===== config.mk =====
export PLATFORM = sky130hd
export DESIGN_NAME = weight_tile_addr_gen
export DESIGN_NICKNAME = d
export VERILOG_FILES = /design/src/rtl/weight_tile_addr_gen_pkg.sv /design/src/rtl/weight_tile_addr_gen_walk_cnt.sv /design/src/rtl/weight_tile_addr_gen.sv
export SDC_FILE = /design/constraint.sdc
export NUM_CORES = 1
export LEC_CHECK = 0
export BUFFER_PORTS_ARGS = -buffer_cell sky130_fd_sc_hd__buf_2
export CAP_MARGIN = 25
export CORE_AREA = 8 8 206 208
export DETAILED_ROUTE_END_ITERATION = 7
export DIE_AREA = 0 0 214 216
export PLACE_DENSITY = 0.49
export SLEW_MARGIN = 0
export SYNTH_ARGS = -nofsm -noshare
export SYNTH_HDL_FRONTEND = slang
export SYNTH_SLANG_ARGS = --single-unit

===== constraint.sdc =====
create_clock -name clk -period 5 [get_ports clk]
set_input_delay 0.25 -clock clk [delete_from_list [all_inputs] [get_ports clk]]
set_output_delay 0.25 -clock clk [all_outputs]
set_load 0.05 [all_outputs]

===== src/rtl/weight_tile_addr_gen_pkg.sv =====
// Shared types and defaults for the tiled weight-address generators.
// TILE_CEIL expects TILE and LOG2 to be in scope at the point of use.
`ifndef WEIGHT_TILE_ADDR_GEN_PKG_SV
`define WEIGHT_TILE_ADDR_GEN_PKG_SV
`define TILE_CEIL(n) (((n) + TILE - 1) >> LOG2)

package weight_tile_addr_gen_pkg;

    localparam int DEF_ADDR_W = 16;
    localparam int DEF_DIM_W  = 12;
    localparam int DEF_TILE   = 8;
    localparam int DEF_REP_W  = 8;

    typedef enum logic [2:0] {
        IDLE = 3'b001,
        RUN  = 3'b010,
        FIN  = 3'b100
    } state_e;

endpackage

`endif


===== src/rtl/weight_tile_addr_gen_walk_cnt.sv =====
// Cascaded ec/er/tc/rep/tr walk counters; exports next-beat values and carry flags.
module tile_walk_cnt #(
    parameter int TILE  = 8,
    parameter int CNT_W = 9,
    parameter int REP_W = 8,
    localparam int LOG2 = $clog2(TILE)
) (
    input  logic             clk,
    input  logic             rst,
    input  logic             i_clr,
    input  logic             i_adv,
    input  logic [CNT_W-1:0] i_tc_max,
    input  logic [REP_W-1:0] i_rep_max,
    input  logic [CNT_W-1:0] i_tr_max,
    output logic [LOG2-1:0]  o_ec_nxt,
    output logic [LOG2-1:0]  o_er_nxt,
    output logic [CNT_W-1:0] o_tc_nxt,
    output logic [REP_W-1:0] o_rep_nxt,
    output logic [CNT_W-1:0] o_tr_nxt,
    output logic             o_ec_wrap,
    output logic             o_er_wrap,
    output logic             o_rep_wrap
);

    logic [LOG2-1:0]  ec_q, ec_d, er_q, er_d;
    logic [CNT_W-1:0] tc_q, tc_d, tr_q, tr_d;
    logic [REP_W-1:0] rep_q, rep_d;
    logic             ec_wrap_s, er_wrap_s, tc_wrap_s, rep_wrap_s, tr_wrap_s;

    // Carry chain: a level wraps only when it and every inner level are at their maxima.
    always_comb begin
        ec_wrap_s  = &ec_q;
        er_wrap_s  = ec_wrap_s && (&er_q);
        tc_wrap_s  = er_wrap_s && (tc_q == i_tc_max);
        rep_wrap_s = tc_wrap_s && (rep_q == i_rep_max);
        tr_wrap_s  = rep_wrap_s && (tr_q == i_tr_max);
    end

    // Next counter values on clear or advance.
    always_comb begin
        ec_d  = ec_q;
        er_d  = er_q;
        tc_d  = tc_q;
        rep_d = rep_q;
        tr_d  = tr_q;
        if (i_clr) begin
            ec_d  = LOG2'(0);
            er_d  = LOG2'(0);
            tc_d  = CNT_W'(0);
            rep_d = REP_W'(0);
            tr_d  = CNT_W'(0);
        end else if (i_adv) begin
            ec_d  = ec_wrap_s  ? LOG2'(0)  : ec_q + LOG2'(1);
            er_d  = er_wrap_s  ? LOG2'(0)  : (ec_wrap_s  ? er_q + LOG2'(1)   : er_q);
            tc_d  = tc_wrap_s  ? CNT_W'(0) : (er_wrap_s  ? tc_q + CNT_W'(1)  : tc_q);
            rep_d = rep_wrap_s ? REP_W'(0) : (tc_wrap_s  ? rep_q + REP_W'(1) : rep_q);
            tr_d  = tr_wrap_s  ? CNT_W'(0) : (rep_wrap_s ? tr_q + CNT_W'(1)  : tr_q);
        end else begin
            ec_d = ec_q;
        end
    end

    // Counter state registers.
    always_ff @(posedge clk or posedge rst) begin
        if (rst) begin
            ec_q  <= LOG2'(0);
            er_q  <= LOG2'(0);
            tc_q  <= CNT_W'(0);
            rep_q <= REP_W'(0);
            tr_q  <= CNT_W'(0);
        end else begin
            ec_q  <= ec_d;
            er_q  <= er_d;
            tc_q  <= tc_d;
            rep_q <= rep_d;
            tr_q  <= tr_d;
        end
    end

    assign o_ec_nxt   = ec_d;
    assign o_er_nxt   = er_d;
    assign o_tc_nxt   = tc_d;
    assign o_rep_nxt  = rep_d;
    assign o_tr_nxt   = tr_d;
    assign o_ec_wrap  = ec_wrap_s;
    assign o_er_wrap  = er_wrap_s;
    assign o_rep_wrap = rep_wrap_s;

endmodule


===== src/rtl/weight_tile_addr_gen.sv =====
// Tile-by-tile weight SRAM address generator with start/done control and a
// valid/ready stall handshake; addresses come from accumulators, not a multiplier.
module weight_tile_addr_gen
    import weight_tile_addr_gen_pkg::*;
#(
    parameter int ADDR_W = DEF_ADDR_W,
    parameter int DIM_W  = DEF_DIM_W,
    parameter int TILE   = DEF_TILE,
    parameter int REP_W  = DEF_REP_W
) (
    input  logic              clk,
    input  logic              rst,
    input  logic              i_start,
    input  logic [ADDR_W-1:0] cfg_base,
    input  logic [DIM_W-1:0]  cfg_rows,
    input  logic [DIM_W-1:0]  cfg_cols,
    input  logic [DIM_W-1:0]  cfg_stride,
    input  logic [REP_W-1:0]  cfg_reuse,
    input  logic              i_ready,
    output logic [ADDR_W-1:0] o_addr,
    output logic              o_valid,
    output logic              o_pad,
    output logic              o_last,
    output logic              o_busy,
    output logic              o_done
);

    localparam int LOG2  = $clog2(TILE);
    localparam int CNT_W = DIM_W - LOG2;

    state_e            state_q, state_d;
    logic [ADDR_W-1:0] base_q, base_d, row_base_q, row_base_d, tile_base_q, tile_base_d;
    logic [DIM_W-1:0]  rows_q, rows_d, cols_q, cols_d, stride_q, stride_d;
    logic [CNT_W-1:0]  tc_max_q, tc_max_d, tr_max_q, tr_max_d;
    logic [REP_W-1:0]  rep_max_q, rep_max_d;
    logic [ADDR_W-1:0] addr_q, addr_d;
    logic              valid_q, valid_d, pad_q, pad_d, last_q, last_d;

    logic              clr_s, adv_s, load_s, finish_s;
    logic [DIM_W:0]    row_tiles_s, col_tiles_s;
    logic [CNT_W-1:0]  tr_max_s, tc_max_s;
    logic [REP_W-1:0]  rep_max_s;
    logic [ADDR_W-1:0] stride_ext_s, addr_nxt_s;
    logic [LOG2-1:0]   ec_nxt_s, er_nxt_s;
    logic [CNT_W-1:0]  tc_nxt_s, tr_nxt_s;
    logic [REP_W-1:0]  rep_nxt_s;
    logic [DIM_W-1:0]  r_nxt_s, c_nxt_s;
    logic              ec_wrap_s, er_wrap_s, rep_wrap_s, pad_nxt_s, last_nxt_s;

    // Counter limits from the raw config; only latched when a start is accepted.
    always_comb begin
        row_tiles_s  = (DIM_W+1)'(`TILE_CEIL({1'b0, cfg_rows}));
        col_tiles_s  = (DIM_W+1)'(`TILE_CEIL({1'b0, cfg_cols}));
        tr_max_s     = CNT_W'(row_tiles_s - (DIM_W+1)'(1));
        tc_max_s     = CNT_W'(col_tiles_s - (DIM_W+1)'(1));
        rep_max_s    = (cfg_reuse == REP_W'(0)) ? REP_W'(0) : cfg_reuse - REP_W'(1);
        stride_ext_s = ADDR_W'(stride_q);
    end

    // FSM, config latch and row-base accumulators.
    always_comb begin
        state_d     = state_q;
        base_d      = base_q;
        rows_d      = rows_q;
        cols_d      = cols_q;
        stride_d    = stride_q;
        tc_max_d    = tc_max_q;
        tr_max_d    = tr_max_q;
        rep_max_d   = rep_max_q;
        row_base_d  = row_base_q;
        tile_base_d = tile_base_q;
        clr_s       = 1'b0;
        adv_s       = 1'b0;
        load_s      = 1'b0;
        finish_s    = 1'b0;
        case (state_q)
            IDLE: begin
                if (i_start) begin
                    base_d      = cfg_base;
                    rows_d      = cfg_rows;
                    cols_d      = cfg_cols;
                    stride_d    = cfg_stride;
                    tc_max_d    = tc_max_s;
                    tr_max_d    = tr_max_s;
                    rep_max_d   = rep_max_s;
                    row_base_d  = cfg_base;
                    tile_base_d = cfg_base;
                    clr_s       = 1'b1;
                    if ((cfg_rows == DIM_W'(0)) || (cfg_cols == DIM_W'(0))) begin
                        state_d = FIN;
                    end else begin
                        state_d = RUN;
                        load_s  = 1'b1;
                    end
                end else begin
                    state_d = IDLE;
                end
            end
            RUN: begin
                if (valid_q && i_ready) begin
                    if (last_q) begin
                        state_d  = FIN;
                        finish_s = 1'b1;
                    end else begin
                        adv_s  = 1'b1;
                        load_s = 1'b1;
                        // Tile-column and reuse advances rewind to the saved tile-row start.
                        if (!ec_wrap_s) begin
                            row_base_d = row_base_q;
                        end else if (!er_wrap_s) begin
                            row_base_d = row_base_q + stride_ext_s;
                        end else if (!rep_wrap_s) begin
                            row_base_d = tile_base_q;
                        end else begin
                            row_base_d  = row_base_q + stride_ext_s;
                            tile_base_d = row_base_q + stride_ext_s;
                        end
                    end
                end else begin
                    state_d = RUN;
                end
            end
            FIN: begin
                state_d = IDLE;
            end
            default: begin
                state_d  = IDLE;
                finish_s = 1'b1;
            end
        endcase
    end

    tile_walk_cnt #(
        .TILE  (TILE),
        .CNT_W (CNT_W),
        .REP_W (REP_W)
    ) u_walk (
        .clk        (clk),
        .rst        (rst),
        .i_clr      (clr_s),
        .i_adv      (adv_s),
        .i_tc_max   (tc_max_q),
        .i_rep_max  (rep_max_q),
        .i_tr_max   (tr_max_q),
        .o_ec_nxt   (ec_nxt_s),
        .o_er_nxt   (er_nxt_s),
        .o_tc_nxt   (tc_nxt_s),
        .o_rep_nxt  (rep_nxt_s),
        .o_tr_nxt   (tr_nxt_s),
        .o_ec_wrap  (ec_wrap_s),
        .o_er_wrap  (er_wrap_s),
        .o_rep_wrap (rep_wrap_s)
    );

    // Next beat: TILE is a power of two, so coordinates are plain concatenations.
    always_comb begin
        r_nxt_s    = {tr_nxt_s, er_nxt_s};
        c_nxt_s    = {tc_nxt_s, ec_nxt_s};
        pad_nxt_s  = (r_nxt_s >= rows_d) || (c_nxt_s >= cols_d);
        addr_nxt_s = pad_nxt_s ? ADDR_W'(0) : row_base_d + ADDR_W'(c_nxt_s);
        last_nxt_s = (&ec_nxt_s) && (&er_nxt_s) && (tc_nxt_s == tc_max_d) &&
                     (rep_nxt_s == rep_max_d) && (tr_nxt_s == tr_max_d);
        valid_d    = valid_q;
        addr_d     = addr_q;
        pad_d      = pad_q;
        last_d     = last_q;
        if (load_s) begin
            valid_d = 1'b1;
            addr_d  = addr_nxt_s;
            pad_d   = pad_nxt_s;
            last_d  = last_nxt_s;
        end else if (finish_s) begin
            valid_d = 1'b0;
            addr_d  = ADDR_W'(0);
            pad_d   = 1'b0;
            last_d  = 1'b0;
        end else begin
            valid_d = valid_q;
        end
    end

    // State, config and output registers.
    always_ff @(posedge clk or posedge rst) begin
        if (rst) begin
            state_q     <= IDLE;
            base_q      <= ADDR_W'(0);
            rows_q      <= DIM_W'(0);
            cols_q      <= DIM_W'(0);
            stride_q    <= DIM_W'(0);
            tc_max_q    <= CNT_W'(0);
            tr_max_q    <= CNT_W'(0);
            rep_max_q   <= REP_W'(0);
            row_base_q  <= ADDR_W'(0);
            tile_base_q <= ADDR_W'(0);
            addr_q      <= ADDR_W'(0);
            valid_q     <= 1'b0;
            pad_q       <= 1'b0;
            last_q      <= 1'b0;
        end else begin
            state_q     <= state_d;
            base_q      <= base_d;
            rows_q      <= rows_d;
            cols_q      <= cols_d;
            stride_q    <= stride_d;
            tc_max_q    <= tc_max_d;
            tr_max_q    <= tr_max_d;
            rep_max_q   <= rep_max_d;
            row_base_q  <= row_base_d;
            tile_base_q <= tile_base_d;
            addr_q      <= addr_d;
            valid_q     <= valid_d;
            pad_q       <= pad_d;
            last_q      <= last_d;
        end
    end

    assign o_addr  = addr_q;
    assign o_valid = valid_q;
    assign o_pad   = pad_q;
    assign o_last  = last_q;
    assign o_busy  = (state_q != IDLE);
    assign o_done  = (state_q == FIN);

endmodule


# Yosys cells after proc, flatten, opt, wreduce, memory -nomap -nowiden
# Index checks and enable logic that the tools add are counted.
op_classes:
  n_lt_le_gt_ge: 2
  n_reduce_logical: 23
  muxes: 66
  eq_ne: 16
  addsub: 14
op_table:
  columns: ["operator", "count"]
  rows:
  - ["$mux 16", 14]
  - ["$mux 9", 12]
  - ["$pmux 16 s2", 2]
  - ["$mux 8", 7]
  - ["$mux 12", 4]
  - ["$eq 9x9->1", 4]
  - ["$mux 3", 11]
  - ["$add 16x12->16", 2]
  - ["$add 12x4->12 const B", 2]
  - ["$ge 12x12->1", 2]
  - ["$logic_not 12->1", 2]
  - ["$sub 12x1->12 const B", 2]
  - ["$add 9x1->9 const B", 2]
  - ["$sub 9x2->9 const B", 2]
  - ["$eq 8x8->1", 2]
  - ["$mux 1", 13]
  - ["$reduce_and 3->1", 4]
  - ["$ne 2x2->1 const B", 5]
  - ["$logic_and 1x1->1", 9]
  - ["$add 8x1->8 const B", 1]
  - ["$logic_not 8->1", 1]
  - ["$sub 8x1->8 const B", 1]
  - ["$add 3x1->3 const B", 2]
  - ["$pmux 3 s2", 1]
  - ["other kinds (11)", 14]
totals:
  output_inout_bits: 21
  elab_cells: 139
  ff_bits: 148
  in_bits: 64

# Depth between registers and ports, before layout
depth:
  ltp_word: 13
  ltp_mapped: 21
  mapped_depth_nobuf: 19

# By module
# From an unflattened synthesis, not the netlist that was laid out.
unflattened:
  cells_unflattened: 1119
  hier_area_um2: 9776.9
by_module_without_submodules:
  columns: ["mod", "instances", "seq_area_each_um2", "cells_per_inst", "area_each_um2"]
  rows:
  - ["weight_tile_addr_gen", 1, 2904.0, 889, 7689.9]
  - ["tile_walk_cnt", 1, 800.8, 230, 2087.0]

# Least setup slack after synthesis
# No wires, ideal clock.
synth_path:
  kind: "reg2reg"
  start: "register state_q[0]"
  end: "register addr_q[15] (netlist: o_addr[15])"
  slack_ps: -389
  t_required_ps: 4878
  stages_incl_launch_ff: 21
  setup_ps: 122
  t_arrival_ps: 5267
  n_path_buf: 7
  synth_period_minus_slack_ps: 5389
  cell_sequence: "dfstp_2 -> buf_6 -> and3_1 -> clkbuf_1 -> clkbuf_1 -> clkbuf_1 -> clkbuf_1 -> buf_1 -> clkbuf_1 -> a22oi_1 -> o21ai_0 -> ha_1 -> and3_1 -> a221o_1 -> or4_1 -> a31oi_1 -> o21ai_0 -> a21o_1 -> o311a_1 -> a31o_2 -> a32o_1"
synth_between:
  elab_cells_between_ends: 26
  cone_classes: "add/sub: 1; order compare: 2; eq/ne: 3; mux: 17; reduce/logical: 3"
synth_lines:
  columns: ["element", "line", "text"]
  rows:
  - ["start, declared", "weight_tile_addr_gen.sv:31", "state_e state_q, state_d;"]
  - ["start signal, assigned", "weight_tile_addr_gen.sv:200", "state_q <= state_d;"]
  - ["$eq 3x2->1 or $eq 3x1->1 (tied branches)", null, null]
  - ["$pmux 16 s2 (*)", "weight_tile_addr_gen.sv:76", "case (state_q)"]
  - ["named net row_base_d[2]", "weight_tile_addr_gen.sv:32", "logic [ADDR_W-1:0] base_q, base_d, row_base_q, row_base_d, tile_base_q, tile_base_d;"]
  - ["$add 16x12->16 (*)", "weight_tile_addr_gen.sv:160", "addr_nxt_s = pad_nxt_s ? ADDR_W'(0) : row_base_d + ADDR_W'(c_nxt_s);"]
  - ["$mux 16 (*)", "weight_tile_addr_gen.sv:160", null]
  - ["$mux 16 (*)", "weight_tile_addr_gen.sv:167", "if (load_s) begin"]
  - ["end signal, assigned", "weight_tile_addr_gen.sv:210", "addr_q <= addr_d;"]
  - ["end, declared", "weight_tile_addr_gen.sv:36", "logic [ADDR_W-1:0] addr_q, addr_d;"]
# Mark *: on every way through the listed nets, which the timed path passes. The rest lies on a longest branch.
# A chain may end at the register's enable or synchronous reset.

# Final worst setup path
layout_path:
  start: "register state_q[1]"
  end: "register addr_q[15] (netlist: o_addr[15])"
layout_between:
  elab_chain_len: 8
  elab_cells_between_ends: 26
  cone_classes: "add/sub: 1; order compare: 2; eq/ne: 3; mux: 17; reduce/logical: 3"
layout_rtl:
  columns: ["element", "line", "text"]
  rows:
  - ["$eq 3x2->1", "weight_tile_addr_gen.sv:76", null]
  - ["$mux 1", "weight_tile_addr_gen.sv:76", null]
  - ["$mux 9", "weight_tile_addr_gen_walk_cnt.sv:52", "end else if (i_adv) begin"]
  - ["$mux 9 (*)", "weight_tile_addr_gen_walk_cnt.sv:46", "if (i_clr) begin"]
  - ["named net tc_nxt_s[1]", "weight_tile_addr_gen.sv:45", "logic [CNT_W-1:0] tc_nxt_s, tr_nxt_s;"]
  - ["parallel branches: the longest is 2 deep, another holds $add 16x12->16", null, null]
  - ["$mux 16 (*)", "weight_tile_addr_gen.sv:160", null]
  - ["$mux 16 (*)", "weight_tile_addr_gen.sv:167", null]
# Mark *: on every way through the listed nets, which the timed path passes.

==> results.yml <==
run_status:
  outcome: "complete, no violations"
setup_path:
  reg2reg_depth: 14
  crit_chain: "or3b_1 -> nor3_4 -> mux2i_1 -> nor2_1 -> ha_1 -> and3_1 -> a221o_1 -> or4_1 -> a31oi_1 -> o21ai_0 -> a21o_1 -> o311a_1 -> a31o_2 -> a32o_1"
  start_kind: "flop"
  critical-path-top-delay-family: "simple AND/OR/NAND/NOR gates"
  worst_path_largest_cell_delay_ns: 0.53
  critPathArrivalTime_ns: 5.10
  cp.depth: 14
  worst-path-max-fanout: 7
  crit_required_ns: 5.32
  cp_slowest_cell: "or3b_1"
  path_class: "flop to flop"
  end_kind: "flop"
  path_buf_inv: 0
grt:
  grt_usage_pct: 13.50
  grt_first_pass_wirelength_mm: 49.66
  antenna_found_initial: 2
  overflow: 0
  grt_max_degree: 59
  grt_pass1_vias: 8531
clocking:
  cts_buffer_depth: 2
  numCtsBuffers: 17
  cts_tree: "yes"
  cts_setup_buffers: 0
  cts.clk_slew.worst_paths_ns: 0.06
  clock_latency_ns: 0.43
  htree_levels: 4
  cts_sinks: 148
  root_buffer: "clkbuf_16"
pwr:
  power_density_nw_per_um2: 567.6
  vdd.ir_drop.worst_mv: 0.2646
  finalPower_mw: 6.559
  power.leakage_nw: 5.312
cells_and_area:
  final-seq-area_um2: 3705
  final_core_util_pct: 29.49
  layout-drive-gt1-share_pct: 15.09
  nFillCells: 4141
  syn_to_final_growth_pct: 20.31
  multiInputGateArea_um2: 5563
  fin_nets: 1318
yosys:
  synth_nets: 1210
  async_reset_ff_share_pct: 100.0
  yosysSeqAreaShare_pct: 38.57
  synth_largest_area_cell: "dfrtp_1"
  synth_edf_count: 0
  muxShareOfSynthArea_pct: 3.465
  yosysWarnings: 0
  syn_area_um2: 9604
  syn_inst: 1085
  synth_cell_types: 76
  yosys.area_share.simple_pct: 19.42
  synth_xor_area_share_pct: 8.663
  yosysMostFrequentCell: "nand2_1"
  syn_avg_cell_area_um2: 8.852
  synth_top_family_by_area: "simple AND/OR/NAND/NOR gates"
  synthTopCellsByArea: "dfrtp_1 38%, ha_1 7.7%, nand2_1 5.9%, xor2_1 4.7%, xnor2_1 4.0%"
  synth_flop_cell: "dfrtp_1"
  synth_top_area_share_pct: 38.30
  synth_seq_cells: 148
  synth_compound_area_share_pct: 18.02
  synthAdderAreaFrac_pct: 8.103
  synth_common_cells: "152 x nand2_1, 147 x dfrtp_1, 82 x nor2_1"
timing:
  period_needed_ns: 4.785
  fmax_mhz: 209.0
  relSlewSlack_pct: 46.54
  fin_crit_sh_pct: 95.71
  drv_slew: 0
  hold_viol_final: 0
  rsz0062_at_grt: "false"
  worstMarginPinSlew_ns: 0.7945
  tns_ns: 0
  clock_skew_ns: 0.009237
  finalSetupViolCount: 0
routing:
  vias_per_cell: 4.834
  drtIter0Drc: 575
  dr.pass1.iters: 5
  vias: 8372
  remaining_drc_errors: 0
  detail-route-antenna-nets: 0
  avgRoutedWirePerCell_um: 18.17
  routed_wirelength_mm: 31.47
floorplanning:
  die_h_um: 216
  chipWidth_um: 214
  core-area_um2: 39180
  start_util_pct: 24.51
  rows: 73
  dieArea_um2: 46220
  io_pins: 85
placement:
  hpwl_mm: 23.93
  gp_congestion: 0.8311
  io_buffers: 84
run:
  maxCapViolCount: 0
worst_hold_path:
  hold_path_depth: 3
  hold_path_class: "input pin to flop"
[what timing repair did]
| action | in CTS | in global routing |
|---|---|---|
| hold endpoints to repair | 43 | 1 |
| gates resized for setup | 0 | 4 |
| setup endpoints to repair | 0 | 2 |
| hold buffers | 3 | 1 |
[kinds of logic (layout without fill, tap and decap cells)]
kind of cell             after synthesis  count (layout)
flip-flops                           148             148
AO/OA/AOI/OAI                        272             272
multiplexers                          33              33
AND/OR/NAND/NOR                      383             383
other                                  0               1
buffers and inverters                 93             214
XOR/XNOR                              95              95
adder cells (fa/ha/maj)               61              61
[worst paths after layout]
check	end	slack, ns	startpoint
max	o_addr[15]	0.21	state_q[1]
min	stride_q[7]	0.01	cfg_stride[7]
max reg2reg	o_addr[15]	0.21	state_q[1]
min reg2reg	cols_q[3]	0.49	cols_q[3]
max in group asynchronous	u_walk.rep_q[7]	3.48	rst
min in group asynchronous	cols_q[9]	0.39	rst
[state kept, by name, summed over array words and instances, names as in the netlist, 8 cells and up]
| register | cells |
|---|---|
| u_walk.rep_q | 8 |
| row_base_q | 16 |
| rep_max_q | 8 |
| u_walk.tr_q | 9 |
| stride_q | 12 |
| u_walk.tc_q | 9 |
| tile_base_q | 16 |
| cols_q | 12 |
| tr_max_q | 9 |
| o_addr | 16 |
| rows_q | 12 |
| tc_max_q | 9 |
[power breakdown]
group,internal [mW],total (mW),switching [mW]
combinational,1.17,3.19,2.02
sequential,1.65,1.95,0.298
clock,0.899,1.42,0.525
[placed cells by master (no fill, tap or decap), types with 7 or more instances in the layout]
cell and n:
buf_2 85, a31oi_1 16, o21ai_1 8, o22ai_1 9, a21oi_1 61, a22oi_1 12
nor2b_1 8, o21ai_0 72, o31ai_1 11, o21a_1 7, or4_1 7, xnor2_1 44
a21o_1 17, clkbuf_16 17, ha_1 59, nand3_1 21, nor3_1 26, nand2_1 152
buf_4 39, nand4_1 19, and2_1 9, nor4_1 12, xor2_1 51, dfrtp_1 147
inv_1 52, mux2i_1 31, nor2_1 82
[per-stage QoR]
| step | setup WS (ns) | hold slack, ns | cells | cell area, µm² |
|---|---|---|---|---|
| 5_1_grt | 0.01765 | 0.01906 | 1731 | 11550 |
| 2_1_floorplan | 0.1044 | 0.3554 | 1085 | 9610 |
| 6_report | 0.2146 | 0.01312 | 1732 | 11550 |
| 3_3_place_gp | 0.2681 | 0.3133 | 1694 | 10850 |
| 3_5_place_dp | 0.2138 | 0.3162 | 1695 | 10860 |
| 4_1_cts | 0.1909 | 0.0003128 | 1730 | 11530 |
[tightest hold or removal path: cells and delay by family]
family        cells  cell delay [ns]
buf+inv           1             0.07
simple gates      2             0.09
[routing by layer]
| metal | global-route usage, % | wire, µm | part of all wire [%] | vias to the layer above |
|---|---|---|---|---|
| li1 | - | - | - | 4091 |
| met1 | 18.08 | 15110 | 48 | 4072 |
| met2 | 21.87 | 14620 | 46 | 173 |
| met3 | 2.238 | 1087 | 3.5 | 34 |
| met4 | 4.464 | 650 | 2.1 | 2 |
| met5 | 0 | 10 | 0.032 | - |
[final cells by class]
type / count / area share [%]
Multi-Input combinational cell: 844 / 48.14
Clock buffer: 23 / 4.310
Inverter: 53 / 1.765
Sequential cell: 148 / 32.06
Timing Repair Buffer: 129 / 6.735
Clock inverter: 9 / 1.278
Tap cell: 525 / 5.685
Antenna cell: 1 / 0.02166
Note: power is estimated with default switching activity, not from simulation.
